[src/rtl/ni_pkg.sv]
// ni_pkg: shared definitions for the network-interface local injector.
//   ROUTE_*   : 4-bit route header codes placed in flit bits [WD-1:WD-4]
//   FLIT_WD   : default flit width, HDR_WD : route header width
//   inj_state_t : injector FSM states
package ni_pkg;

   localparam int unsigned FLIT_WD = 40;
   localparam int unsigned HDR_WD  = 4;

   localparam logic [HDR_WD-1:0] ROUTE_X     = 4'b0100;
   localparam logic [HDR_WD-1:0] ROUTE_Y     = 4'b1000;
   localparam logic [HDR_WD-1:0] ROUTE_LOCAL = 4'b0010;

   typedef enum logic [1:0] {
      IDLE,
      SEND,
      DRAIN
   } inj_state_t;

endpackage

[src/rtl/ni_route_calc.sv]
// ni_route_calc: combinational XY route selection.
//   dest_x, dest_y in  CW      destination coordinates
//   route          out HDR_WD  X if dest_x differs from MY_X, else Y if dest_y
//                              differs from MY_Y, else LOCAL (loopback)
module ni_route_calc
   import ni_pkg::*;
#(
   parameter int unsigned CW   = 2,
   parameter int unsigned MY_X = 0,
   parameter int unsigned MY_Y = 0
) (
   input  logic [CW-1:0]     dest_x,
   input  logic [CW-1:0]     dest_y,
   output logic [HDR_WD-1:0] route
);

   localparam logic [CW-1:0] MX = CW'(MY_X);
   localparam logic [CW-1:0] MY = CW'(MY_Y);

   always_comb begin
      route = ROUTE_LOCAL;
      if (dest_x != MX) begin
         route = ROUTE_X;
      end else if (dest_y != MY) begin
         route = ROUTE_Y;
      end
   end

endmodule

[src/rtl/ni_local_injector.sv]
// ni_local_injector: feeds the router local input port with flits
// {route, payload}. Route is computed once per packet descriptor; payload
// words stream through a one-entry output register at 1 flit/cycle.
//   wclk, rst_n                 clock, synchronous active-low reset
//   pkt_valid/pkt_ready         descriptor handshake (pkt_dest_x/y, pkt_len)
//   pld_valid/pld_ready         payload word handshake (pld_data)
//   full                        router local FIFO full (backpressure)
//   wr_en, wdata                flit write strobe and flit to router
//   busy                        packet in progress
//   err_len                     1-cycle pulse after a zero-length descriptor
// Optional: INJ_STALL_CNT_EN adds stall_cnt (saturating count of cycles where
// a flit was held back by full).
module ni_local_injector
   import ni_pkg::*;
#(
   parameter int unsigned WD   = FLIT_WD,
   parameter int unsigned CW   = 2,
   parameter int unsigned LW   = 4,
   parameter int unsigned MY_X = 0,
   parameter int unsigned MY_Y = 0
) (
   input  logic               wclk,
   input  logic               rst_n,
   input  logic               pkt_valid,
   output logic               pkt_ready,
   input  logic [CW-1:0]      pkt_dest_x,
   input  logic [CW-1:0]      pkt_dest_y,
   input  logic [LW-1:0]      pkt_len,
   input  logic               pld_valid,
   output logic               pld_ready,
   input  logic [WD-5:0]      pld_data,
   input  logic               full,
   output logic               wr_en,
   output logic [WD-1:0]      wdata,
   output logic               busy,
   output logic               err_len
`ifdef INJ_STALL_CNT_EN
   ,output logic [15:0]       stall_cnt
`endif
);

   inj_state_t        state_q, state_d;
   logic [HDR_WD-1:0] route, route_q;
   logic [WD-1:0]     flit_q;
   logic              fv_q;
   logic [LW-1:0]     remaining;
   logic              pkt_acc, pld_acc;

   ni_route_calc #(
      .CW   (CW),
      .MY_X (MY_X),
      .MY_Y (MY_Y)
   ) u_route (
      .dest_x (pkt_dest_x),
      .dest_y (pkt_dest_y),
      .route  (route)
   );

   // Handshakes are gated with rst_n so nothing moves while reset is held.
   assign wr_en   = rst_n & fv_q & ~full;
   assign wdata   = flit_q;
   assign busy    = (state_q != IDLE);
   assign pkt_acc = pkt_valid & pkt_ready;
   assign pld_acc = pld_valid & pld_ready;

   always_ff @(posedge wclk) begin
      if (!rst_n) state_q <= IDLE;
      else        state_q <= state_d;
   end

   always_comb begin
      state_d   = state_q;
      pkt_ready = 1'b0;
      pld_ready = 1'b0;
      case (state_q)
         IDLE: begin
            pkt_ready = rst_n;
            if (pkt_acc && (pkt_len != '0)) state_d = SEND;
         end
         SEND: begin
            // Refill the output register in the same cycle it drains.
            pld_ready = rst_n & (~fv_q | wr_en);
            if (pld_acc && (remaining == LW'(1))) state_d = DRAIN;
         end
         DRAIN: begin
            if (~fv_q | wr_en) state_d = IDLE;
         end
         default: state_d = IDLE;
      endcase
   end

   always_ff @(posedge wclk) begin
      if (!rst_n) begin
         fv_q      <= 1'b0;
         flit_q    <= '0;
         route_q   <= '0;
         remaining <= '0;
         err_len   <= 1'b0;
      end else begin
         err_len <= pkt_acc & (pkt_len == '0);
         if (pkt_acc && (pkt_len != '0)) begin
            route_q   <= route;
            remaining <= pkt_len;
         end
         if (pld_acc) begin
            flit_q    <= {route_q, pld_data};
            fv_q      <= 1'b1;
            remaining <= remaining - LW'(1);
         end else if (wr_en) begin
            fv_q <= 1'b0;
         end
      end
   end

`ifdef INJ_STALL_CNT_EN
   always_ff @(posedge wclk) begin
      if (!rst_n) begin
         stall_cnt <= '0;
      end else if (fv_q && full && (stall_cnt != '1)) begin
         stall_cnt <= stall_cnt + 16'd1;
      end
   end
`endif

endmodule

[config.mk]
export PLATFORM = sky130hd
export DESIGN_NAME = ni_local_injector
export DESIGN_NICKNAME = d
export VERILOG_FILES = /design/src/rtl/ni_pkg.sv /design/src/rtl/ni_route_calc.sv /design/src/rtl/ni_local_injector.sv
export SDC_FILE = /design/constraint.sdc
export NUM_CORES = 1
export LEC_CHECK = 0
export CORE_ASPECT_RATIO = 0.5
export CORE_UTILIZATION = 36
export DETAILED_ROUTE_END_ITERATION = 7
export PLACE_DENSITY = 0.85
export SYNTH_ARGS = -nofsm -noshare
export SYNTH_HDL_FRONTEND = slang
export SYNTH_SLANG_ARGS = --single-unit
[constraint.sdc]
create_clock -name wclk -period 1.46 [get_ports wclk]
set_input_delay 0.438 -clock wclk [delete_from_list [all_inputs] [get_ports wclk]]
set_output_delay 0.438 -clock wclk [all_outputs]
set_load 0.005 [all_outputs]
==> results.md, run 1 <==
- Max-slew violations: 0
- Remaining DRCs: 0
- Post-CTS Hold Buffers: 0
- Worst Hold Class: input port to flip-flop
- Area occupied by multi-input gates: 0.00102 mm2
- Failing checks: setup timing
- First-pass GRT wire length: 8200 um
- Synth-to-layout area growth: 80.5%
- Routed WL: 6670 um
- Clk_skew: 0.00926 ns
- Final min period: 1.58 ns
- Final setup vio count: 36
- Critical-path maximum fanout: 3
- Pin count of the biggest net entering global routing: 47
- Die width: 104 um
- Row cnt: 18
- Die Area: 0.00553 mm2
- Yosys cell types: 30
- Most frequent cells in the layout: nand2_1, dlygate4sd2_1, clkdlybuf4s50_1
- Final std cells w/o fill: 416
- H-tree depth: 2
- Synth top area share: 53.3%
- VDD IR-drop max: 0.474 mV
- Main flop type after synthesis: dfxtp_1
- Die height: 53.1 um
- Syn nets: 284
- WP data arrival: 1.14 ns
- Yosys reg bits: 50
- RSZ-0062 raised after global routing: yes
- Final Hold Violating Endpoints: 0
- Global route overflow: 0
- Gr usage total: 18.9%
- Synthesized cell area: 0.00188 mm2
- Pwr Density: 875 mW/mm2
- IO Count: 94
- Share of layout cells above drive strength 1: 32.4%
- Clock transition at the registers of the reported paths: 0.09 ns
- PnR worst setup slack: -0.120 ns
- Iter 0 DRT Violations: 154
- Number of enable flip-flop cells after synthesis: 0
- Mapped Cells: 233
- Fin crit share: 108%
- Seq/Total Area, Yosys: 53.3%
- Average wire per standard cell: 16.0 um
- Worst path slowest cell: dfxtp_2
- Clock buffer depth: 2
- Worst r2r path cells: 6
- MaxCap Viol Count: 0
- Root buf cell: clkbuf_8
- Starting Density: 37.7%
- Filler cell count in the final layout: 369
- Setup CP Type: flip-flop to primary output
- Hpwl dp: 3830 um
- TritonCTS Sinks: 50
- Nets: 396
- Setup crit start kind: flip-flop
- Vias in the first global route: 1,804
- Yosys warns: 0
- FMAX: 0.633 GHz
- TritonRoute pass-1 iters: 4
- Commonest non-fill, non-tap cell in the layout: nand2_1
- Final Total Pwr: 2970 uW
- CP Capture Type: primary output
- Mapped Avg Cell Area: 8.06 um2
- Worst stage delay on the critical path: 0.34 ns
- Worst slew pin tran: 0.610 ns
- N_diodes: 0
- Leak: 0.00145 uW
- I/O Buffers: 92
- RD Place Congestion: 0.837
- Initial antenna violation count: 0
- Status: finished with violations
- Cell breakdown of the critical path: nand3b_1, a21oi_1, buf_2
- Storage cell area: 0.00102 mm2
- CTS tree: built
- CTS buffer count: 5
- R2r setup slk: -0.11 ns
- Rel. slew slack: 59.3%
- DRT antenna net count: 0
- Core footprint: 0.00498 mm2
- Asr flop ratio synth: 0%
- Hold path depth: 3
- Latest clock arrival within the worst-skew pair: 0.30 ns
- Top area cells in the synthesized netlist: dfxtp_1, nand2_1, a21oi_1, clkbuf_1, a211oi_1
- Vias per cell: 5.09
- DP Cell Count: 399
- Area leader, netlist: dfxtp_1
- Critical Path RT: 1.02 ns
- Via count: 2,117
## cell families after synthesis
| family | count (synthesis) | synth area share, % |
|---|---|---|
| AO/OA/AOI/OAI | 52 | 14.9 |
| XOR/XNOR | 2 | 0.933 |
| adder cells (fa/ha/maj) | 2 | 1.33 |
| buffers and inverters | 20 | 4.53 |
| flip-flops | 50 | 53.3 |
| multiplexers | 1 | 0.533 |
| other | 1 | 0.200 |
| AND/OR/NAND/NOR | 105 | 24.3 |
## state kept, by name, summed over array words and instances, names as in the netlist
signal / cells
wdata: 39
remaining: 4
route_q: 3
state_q: 2
err_len: 1
fv_q: 1
## repair_timing
item                                   in CTS  in global routing
buffers inserted                            1                  3
setup endpoints to repair                  93                 33
pin swaps                                  10                 14
endpoints found under the hold margin       0                  0
resized for setup                          99                 54
cloned                                      0                  5
## through the flow
| stage | utilization [%] | setup TNS (ns) | setup slack (ns) | area, um2 | hold WS (ns) |
|---|---|---|---|---|---|
| 2_1_floorplan | - | 0 | 0.00603 | 1880 | 0.432 |
| 3_3_place_gp | 60.1 | -31.94 | -0.692 | 2990 | 0.443 |
| 3_5_place_dp | 60.1 | -33.98 | -0.757 | 2990 | 0.446 |
| 4_1_cts | 62.4 | -0.103 | -0.0677 | 3100 | 0.381 |
| 5_1_grt | 68.1 | -3.77 | -0.149 | 3390 | 0.385 |
| 6_report | 68.1 | -1.58 | -0.120 | 3390 | 0.391 |
## layout make-up
cell class / instances / share of cell area (%)
clock buffer: 7 / 2.25
clock inverter: 1 / 0.886
tap: 70 / 2.58
multi-input combinational: 164 / 30.0
timing repair buffer: 119 / 33.5
inverter: 5 / 0.554
sequential: 50 / 30.2
## cells in the mapped netlist, types with 2 or more instances
library cell  count
nor2_1            5
o21ai_0           2
dfxtp_1          50
xor2_1            2
nand2_1          83
ha_1              2
inv_1             5
buf_2             5
nor3_1            2
or4_1             2
a211oi_1          4
nand3_1           3
clkbuf_1          9
a21oi_1          43
## worst paths after layout
path | from | to
max | state_q[1]$_SDFFE_PN0P_ | pld_ready
min reg2reg | wdata[21]$_SDFFE_PN0P_ | wdata[21]$_SDFFE_PN0P_
max reg2reg | state_q[1]$_SDFFE_PN0P_ | wdata[0]$_SDFFE_PN0P_
min | pkt_len[3] | remaining[3]$_SDFFE_PN0P_
## where the power goes
| part | switching [uW] | internal (uW) | total [uW] |
|---|---|---|---|
| clock | 457 | 514 | 970 |
| combinational | 243 | 296 | 539 |
| sequential | 41.9 | 1420 | 1460 |
| total | 741 | 2230 | 2970 |
## worst max-delay path, delay by kind of cell, from the launching register on
family                 cells  cell delay [ns]
and+or+nand+nor            1             0.18
AOI/OAI and AO/OA          1             0.17
DFF                        1             0.34
buffers and inverters      1             0.14
## metal layers
layer / GRT usage (%) / vias to the layer above / routed length (um)
li1: - / 994 / -
met1: 21.0 / 1021 / 2670
met2: 37.6 / 86 / 3430
met3: 4.80 / 16 / 414
met4: 4.05 / 0 / 159
met5: 0 / - / 0
(Power assumes the default switching activity.)
==> run 2: changes to the inputs <==
- ABC_AREA: unset -> 1
- PLACE_DENSITY: 0.85 -> 0.84
==> run 2 against run 1 <==
  * The run still ends with setup timing left
  * Sequential power about the same
  * Global-route usage grew 0.10 points
  * Via count is 1.8% lower
  * Wire length is 12% lower
  * Clock skew hardly changed
  * Hold slack better by 0.065 ns
  * Critical endpoint is now pkt_ready
==> results.md, run 2 <==
- Average wire per standard cell: 13.5 um (-16%)
- DP Cell Count: 424 (+6.3%)
- Worst Hold Class: flip-flop to flip-flop
- Placed cell area: 0.00306 mm2 (+2.2%)
- Max FFs per register: 39 (unchanged)
- Final Hold Violating Endpoints: 0 (unchanged)
- CP Capture Type: primary output
- Gr usage total: 19.0% (+0.10 points)
- Yosys cell types: 23 (-23%)
- Final min period: 1.47 ns (-0.108 ns)
- Nets: 416 (+5.1%)
- Main flop type after synthesis: dfxtp_1
- Setup crit start kind: flip-flop
- Share of layout cells above drive strength 1: 19.7% (-13 points)
- Number of enable flip-flop cells after synthesis: 0 (unchanged)
- Failing checks: setup timing
- CTS tree: built
- H-tree depth: 2 (unchanged)
- Status: finished with violations
- Root buf cell: clkbuf_8
- Asr flop ratio synth: 0% (unchanged)
- Pwr Density: 894 mW/mm2 (+2.1%)
- Via count: 2,079 (-1.8%)
- Seq/Total Area, Yosys: 50.9% (-2.4 points)
- Main combinational cell family by area after synthesis: simple AND/OR/NAND/NOR gates
- Switching share of power: 23.7% (-1.3 points)
- Final setup vio count: 2 (-94%)
- Clock power share: 32.5% (-0.2 points)
- Iter 0 DRT Violations: 65 (-58%)
- Critical-path maximum fanout: 2 (-1)
- Utilization after layout: 63.4% (-4.7 points)
- Switching pwr: 684 uW (-7.8%)
- Setup CP Type: flip-flop to primary output
- Die width: 107 um (+2.3%)
- Synth-to-layout area growth: 64.2%
- Latest clock arrival within the worst-skew pair: 0.29 ns (about the same)
- Dpl ws: -0.756 ns (+0.00182 ns)
- Reg power frac: 50.1% (+0.9 points)
- Top area cells in the synthesized netlist: dfxtp_1, nand2_1, a21oi_1, nand3_1, buf_6
- Hpwl dp: 4110 um (+7.2%)
- Die Area: 0.00578 mm2 (+4.5%)
- Core footprint: 0.00509 mm2 (+2.3%)
- Worst path slowest cell: dfxtp_2
- Synth top area share: 50.9% (-2.4 points)
- Worst stage delay on the critical path: 0.34 ns (about the same)
- TritonRoute pass-1 iters: 5 (+1)
- Cell breakdown of the critical path: inv_2, buf_6, nand2_4, nor2_2, buf_2
- Post-CTS Hold Buffers: 0 (unchanged)
- Fin area: 0.00323 mm2 (-4.8%)
- Global route overflow: 0 (unchanged)
- Routed WL: 5880 um (-12%)
- First-pass GRT wire length: 8500 um (+3.7%)
- Compound-Gate Fraction of Synth Area: 13.2% (-1.7 points)
- Mapped Cells: 259 (+11%)
- VDD IR-drop max: 0.411 mV (-13%)
- MaxCap Viol Count: 0 (unchanged)
- Commonest non-fill, non-tap cell in the layout: nand2_1
- PnR worst setup slack: -0.0119 ns (+0.108 ns)
- Area leader, netlist: dfxtp_1
- Clk_skew: 0.00882 ns (-0.000442 ns)
- Fin crit share: 101% (-7.4 points)
- Vias in the first global route: 1,940 (+7.5%)
- I/O Buffers: 92 (unchanged)
- DRT antenna net count: 0 (unchanged)
- Simple-Gate Fraction of Synth Area: 26.9% (+2.5 points)
- Mux contribution to synthesized area: 0% (-0.53 points)
- Synthesized cell area: 0.00197 mm2 (+4.7%)
- Clock transition at the registers of the reported paths: 0.09 ns (about the same)
- TritonCTS Sinks: 50 (unchanged)
- CTS buffer count: 5 (unchanged)
- Hold WS: 0.456 ns (+0.0655 ns)
- Most frequent cell after synthesis: nand2_1
- Internal: 2200 uW (-1.1%)
- Filler cell count in the final layout: 437 (+18%)
- Synth Area in XOR/XNOR: 0.446% (-0.49 points)
- Synth Area in Adders: 1.27% (-0.059 points)
- RSZ-0062 raised after global routing: yes
- FMAX: 0.679 GHz (+7.4%)
- Syn nets: 310 (+9.2%)
- Synth top cells by count: nand2_1, dfxtp_1, a21oi_1
- RD Place Congestion: 0.791 (-5.5%)
- Leak: 0.00142 uW (-1.9%)
- IO Count: 94 (unchanged)
- Remaining DRCs: 0 (unchanged)
- Most frequent cells in the layout: nand2_1, a21oi_1, clkdlybuf4s50_1
- Combinational Power Share: 17.4% (-0.7 points)
- Yosys reg bits: 50 (unchanged)
- Vias per cell: 4.77 (-6.3%)
- Row cnt: 18 (unchanged)
- Final std cells w/o fill: 436 (+4.8%)
- Yosys warns: 0 (unchanged)
- N_diodes: 0 (unchanged)
- Starting Density: 38.6% (+0.89 points)
- Initial antenna violation count: 0 (unchanged)
- Critical Path RT: 1.02 ns (about the same)
- WP data arrival: 1.03 ns (-0.11 ns)
- Die height: 54.3 um (+2.2%)
- Mapped Avg Cell Area: 7.59 um2 (-5.8%)
- Pin count of the biggest net entering global routing: 31 (-34%)
- Max-slew violations: 0 (unchanged)
- Clock buffer depth: 2 (unchanged)
==> run 2: logic make-up (layout without fill, tap and decap cells) <==
logic type                 after synthesis  after routing
and+or+nand+nor                        127            127
AOI/OAI and AO/OA                       51             51
DFF                                     50             50
buffers and inverters                   27            134
adders and majority gates                2              2
other                                    1              1
xor gates and xnor gates                 1              1
==> run 2: metal layers <==
metal | routed length (um) | GRT usage [%] | vias up
met3 | 250 | 3.45 | 8
li1 | - | - | 1039
met2 | 3140 | 38.1 | 54
met4 | 90 | 5.25 | 0
met5 | 0 | 0 | -
met1 | 2400 | 21.6 | 978
==> run 2: through the flow <==
stage | setup TNS, ns | total power [uW]
after floorplan | 0 | 1650
after global placement | -23.02 | 1930
after detailed placement | -26.35 | 1950
after CTS | -0.0340 | 2870
after global routing | -0.332 | 3020
final | -0.0126 | 2890
==> run 2: final timing paths <==
check | start | end | slack, ns | depth (start not counted)
worst min-delay path | route_q[1]$_SDFFE_PN0P_ | wdata[37]$_SDFFE_PN0P_ | 0.46 | 2
worst min register to register | route_q[1]$_SDFFE_PN0P_ | wdata[37]$_SDFFE_PN0P_ | 0.46 | 2
worst max register to register | fv_q$_SDFFE_PN0P_ | wdata[14]$_SDFFE_PN0P_ | 0.02 | 7
worst max-delay path | state_q[0]$_SDFFE_PN0P_ | pkt_ready | -0.01 | 5
==> run 2: repair_timing <==
action,in CTS,in global routing
gates resized for setup,90,13
pin swaps,6,6
setup buffers,3,1
gates cloned,0,1
setup endpoints to repair,91,42
==> run 2: power groups by stage <==
stage / combinational, uW / sequential [uW] / clock, uW
final: 502 / 1440 / 939
after global routing: 540 / 1450 / 1030
after CTS: 470 / 1440 / 960
after detailed placement: 478 / 1470 / 0
after global placement: 463 / 1470 / 0
after floorplan: 182 / 1470 / 0
==> run 2: worst max-delay path: cells and delay by family, from the launching register on <==
kind | cells | cell delay, ns
buffers and inverters | 3 | 0.30
DFF | 1 | 0.34
and+or+nand+nor | 2 | 0.11
==> run 2: cell type report <==
cell class / instances / area (um2) / area share, %
clock buffers: 7 / 76.3 / 2.36
clock inverters: 1 / 30.0 / 0.930
inverters: 12 / 45.0 / 1.40
multi-input cells: 182 / 890 / 27.6
flip-flops and latches: 50 / 1030 / 31.8
well taps: 70 / 87.6 / 2.71
repair buffers: 114 / 1070 / 33.3
